File: src/rtl/gray_ptr_receiver.sv
// Receives a gray-coded pointer that may change asynchronously to clk, synchronizes it,
// decodes it to binary and classifies every change as a legal +/-1 step or an illegal jump.
module gray_ptr_receiver #(
  parameter int SIZE        = 8,
  parameter int SYNC_STAGES = 2
) (
  input  logic            clk,
  input  logic            rst,
  input  logic [SIZE-1:0] gray_in,
  input  logic            err_clr,
  output logic [SIZE-1:0] bin,
  output logic            bin_valid,
  output logic            dir,
  output logic            step_err,
  output logic            err_sticky
);

  function automatic logic [SIZE-1:0] gray2bin(input logic [SIZE-1:0] g);
    logic [SIZE-1:0] b;
    b[SIZE-1] = g[SIZE-1];
    for (int i = SIZE - 2; i >= 0; i--) begin
      b[i] = b[i+1] ^ g[i];
    end
    return b;
  endfunction

  logic [SIZE-1:0] s [SYNC_STAGES];
  logic [SIZE-1:0] g_sync;
  logic [SIZE-1:0] g_prev;
  logic [SIZE-1:0] b_prev;
  logic [SIZE-1:0] b_new;
  logic [SIZE-1:0] delta;
  logic            is_event;
  logic            is_up;
  logic            is_dn;

  // Decode and classify the synchronized value against the last accepted one
  assign g_sync   = s[SYNC_STAGES-1];
  assign b_new    = gray2bin(g_sync);
  assign delta    = b_new - b_prev;
  assign is_event = (g_sync != g_prev);
  assign is_up    = (delta == SIZE'(1));
  assign is_dn    = (delta == {SIZE{1'b1}});

  always_ff @(posedge clk) begin
    if (rst) begin
      for (int i = 0; i < SYNC_STAGES; i++) begin
        s[i] <= '0;
      end
      g_prev     <= '0;
      b_prev     <= '0;
      bin        <= '0;
      bin_valid  <= 1'b0;
      dir        <= 1'b0;
      step_err   <= 1'b0;
      err_sticky <= 1'b0;
    end else begin
      // Synchronizer chain
      s[0] <= gray_in;
      for (int i = 1; i < SYNC_STAGES; i++) begin
        s[i] <= s[i-1];
      end

      // Event stage: pulses default low, a new error overrides err_clr
      bin_valid <= 1'b0;
      step_err  <= 1'b0;
      if (err_clr) begin
        err_sticky <= 1'b0;
      end
      if (is_event) begin
        g_prev    <= g_sync;
        b_prev    <= b_new;
        bin       <= b_new;
        bin_valid <= 1'b1;
        if (is_up) begin
          dir <= 1'b1;
        end else if (is_dn) begin
          dir <= 1'b0;
        end else begin
          step_err   <= 1'b1;
          err_sticky <= 1'b1;
        end
      end
    end
  end

endmodule
File: config.mk
export PLATFORM = sky130hd
export DESIGN_NAME = gray_ptr_receiver
export DESIGN_NICKNAME = d
export VERILOG_FILES = /design/src/rtl/gray_ptr_receiver.sv
export SDC_FILE = /design/constraint.sdc
export NUM_CORES = 1
export LEC_CHECK = 0
export BUFFER_PORTS_ARGS = -buffer_cell sky130_fd_sc_hd__clkbuf_2
export CAP_MARGIN = 25
export CORE_MARGIN = 2
export CORE_UTILIZATION = 56
export DETAILED_ROUTE_END_ITERATION = 7
export PLACE_DENSITY = 0.79
export SYNTH_ARGS = -nofsm -noshare
export SYNTH_HDL_FRONTEND = slang
export SYNTH_SLANG_ARGS = --single-unit
File: constraint.sdc
create_clock -name clk -period 3.9 [get_ports clk]
set_input_delay 0.975 -clock clk [delete_from_list [all_inputs] [get_ports clk]]
set_output_delay 0.975 -clock clk [all_outputs]
set_load 0.03 [all_outputs]
Word-level counts from Yosys, hierarchy flattened --
Memories as Yosys holds them, arrays and structs flattened. Index checks and enable logic that the tools add are counted.
Cells by class: $add $sub $neg 1, eq/ne operators 3, mux-type cells 13, bitwise logic cells 10, reduce and logical (&&, ||, !) cells 3
Operator list (count):
- 2-to-1 mux 8 bit | 2
- 2-to-1 mux 1 bit | 11
- == test 8 x 1 -> 1 bit, second input constant | 1
- == test 8 bit, second input constant | 1
- != test 8 bit | 1
- subtractor 8 bit | 1
- bitwise XOR 1 bit | 7
- OR reduction 3 bit | 1
- OR 1 bit | 2
- AND reduction 2 bit | 1
- nonzero test 2 bit | 1
- NOT 1 bit | 1
Word-level totals: flip-flop bits (word level) 20, memory bits (writable) 16, output and inout bits 12, word-level logic and storage cells 37, memories 1
Memory list:
- s | depth 2, width 8, read ports 2, clocked after memory_dff 0, wr ports 2, line 27 | logic [SIZE-1:0] s [SYNC_STAGES];

Logic depth before layout (Yosys ltp) --
depth in word-level cells 12, gate-level depth with buffers 13, gate-level depth less buffers 13

Worst setup path before layout --
Ideal clock, no wire load.
path type reg2reg, start point memory s[1][6], in the netlist s[0][14], end point register dir, library setup time 0.103 ns, data arrival time 3.336 ns, required time 3.797 ns, setup slack 0.460 ns, cell stages (with the launch flop) 14, path buffers 0, cell sequence dfxtp_1 > xor2_2 > xor2_2 > xor3_2 > xnor2_2 > xnor2_2 > ha_1 > fa_1 > nor2b_1 > o22a_1 > xor2_1 > or3_1 > o31a_1 > a2111oi_2
RTL lines:
- from (decl) | line 27
- to (signal assigned) | line 54 | dir <= 1'b0;
- to (signal assigned) | line 76 | dir <= 1'b1;
- to (signal assigned) | line 78 | dir <= 1'b0;
- to (decl) | line 13 | output logic dir,

==> results.cfg <==
[yosys]
ys_ff_latch = 35
yosysTopAreaCellShare_pct = 41.9
synthTopCellsByArea = dfxtp_1 (42%), nor2b_1 (10%), xor2_1 (6.8%), ha_1 (6.0%), inv_1 (2.9%)
synthTopCellsByCount = dfxtp_1 (35), nor2b_1 (27), inv_1 (13), xor2_1 (13)
synth_area_leader_cell = dfxtp_1
syn_area_um2 = 1670
syn_nets = 187
ys_types = 39
synth-edff-count = 0
syn_inst = 167
synth_ff_type = dfxtp_1
ys_seq_area_share_pct = 41.9
syn_area_per_cell_um2 = 10.0
synthArstFlopShare_pct = 0
synth_warnings = 0
synth.most_common_cell = dfxtp_1

[clock_network]
cts_max_level = 2
cts_root_buf = clkbuf_4
clk_latency_ps = 350
hold_buffers = 0
numCtsBuffers = 5
numClockSinks = 35
cts_max_path_buffers = 2
clk_pin_slew_ps = 110
cts_tree = built

[sta]
setup_tns_ps = 0
fmax_ghz = 0.270
hold_viol = 0
worst_slack_ps = 199
finalSetupViolCount = 0
skew_ps = 18.3
finalCriticalPeriod_ps = 3700
worst_pin_slew_ps = 677
rsz0062_at_grt = no
slew_headroom_pct = 54.9
slew_viol_final = 0
post-route-period-util_pct = 94.9

[route]
detail_route.wl_per_cell_um = 14.0
dr.first_iter.drc_count = 51
via_per_inst = 5.47
ant_nets = 0
vias = 1230
drc = 3
routed_wl_mm = 3.16
drtPass1Iterations = 6

[outcome]
violations = design-rule violations
status = complete, but fails checks

[global_routing]
gr-usage-all-layers_pct = 20.2
grt_pass1_vias = 1214
grt_pass1_wl_mm = 5.14
antenna_found_initial = 0
grt_overflow = 0
grt_max_degree = 35

[power_and_ir_drop]
p_leak_uw = 0.000848
power_density_nw_per_um2 = 514
peakVddDrop_uv = 270

[floorplanning]
start_util_pct = 59.7
fp.dieH_um = 58.7
die_x_um = 58.7
dieArea_um2 = 3440
rows = 19
core-area_um2 = 2810
pin_count = 23

[worst_setup_path]
path_class = reg2reg
crit_fanout = 4
cp_data_required_time_ps = 4120
critPathLaunchType = flip-flop
r2r_setup_slack_ps = 200
crit_arrival_ps = 3920
end_kind = flip-flop

[layout]
drive_above_1_share_pct = 24.7
area_growth_pct = 14.0
fillers = 244
layout.nets = 213
antennaDiodeCount = 0

[job]
drv_cap = 0

[placed_design]
gp_congestion = 0.867
port-buffer-count = 22
hpwlAfterDp_mm = 2.28
place_ws_ps = 134

[hold_path]
holdCritPathClass = reg2reg
[metrics by stage]
step	power [µW]	utilization (%)	instance area, µm²	instances	hold slack, ps
after global placement	756	64.1	1800	215	419
after global routing	1040	68.0	1910	225	456
final	981	68.0	1910	225	441
after CTS	963	66.1	1850	223	457
after floorplan	692	-	1670	167	414
after detailed placement	769	64.1	1800	215	422
[state kept, by name, summed over array words and instances (netlist names)]
signal / flops
b_prev: 7
step_err: 1
bin_valid: 1
dir: 1
g_prev: 8
s: 16
err_sticky: 1
[area by class of cell]
class | count | area, µm² | area share (%)
Sequential cell | 35 | 708 | 37.1
Clock inverter | 2 | 12.5 | 0.656
Inverter | 13 | 48.8 | 2.56
Clock buffer | 6 | 41.3 | 2.16
Tap cell | 31 | 38.8 | 2.03
Multi-Input combinational cell | 114 | 933 | 48.9
Timing Repair Buffer | 24 | 125 | 6.56
[worst max-delay path: stages, from the launching register on]
cell and delay, ps:
dfxtp_4 390, xor2_4 200, xor2_2 200, xor3_2 570
xnor2_4 210, xnor2_2 180, ha_1 240, fa_2 390
nor2b_4 140, o22a_1 150, xor2_1 70, or3_1 390
o31ai_1 320, o32ai_1 120
[cells in the final DEF (no fill, tap or decap), types with 2 or more instances in the layout]
cell	count
xor2_2	2
nor4_1	3
clkbuf_2	22
nor3_1	3
nand2_1	8
nand3b_1	2
a211oi_1	3
nor2_1	6
dfxtp_1	33
o21ai_0	3
ha_1	8
a21oi_1	5
a211oi_2	2
o2111a_1	2
dfxtp_4	2
xor2_1	13
o22a_1	2
nor2b_1	26
buf_4	2
or2_2	3
inv_1	13
xnor2_1	2
o21a_1	2
clkbuf_4	5
[worst paths after layout]
check                           startpoint         end  depth (start not counted)
worst max-delay path              s[0][14]  err_sticky                         13
worst min-delay path               s[0][6]    s[0][14]                          1
worst max register to register    s[0][14]  err_sticky                         13
worst min register to register     s[0][6]    s[0][14]                          1
[what timing repair did]
item,4_1_cts,5_1_grt
endpoints found under the setup margin,0,3
hold endpoints to repair,0,0
resized for setup,0,9
buffers inserted,0,2
[layer usage]
metal	vias to the layer above	track usage, %	wire, µm
met5	-	0	0
li1	611	-	-
met1	575	21.9	1410
met4	0	10.7	99
met3	11	6.81	154
met2	33	34.8	1500
[cell families after synthesis]
kind of cell,Yosys count,share of synthesized area [%]
fa+ha+maj,9,7.18
xor+xnor,21,14.2
flops,35,41.9
simple gates,56,18.9
buf+inv,18,4.33
compound gates,28,13.5
[power by group]
part | switching, µW | total [µW] | internal, µW
registers | 17.9 | 400 | 382
logic | 224 | 387 | 163
clock network | 125 | 195 | 69.4
Power figures use the tool's default switching activity.
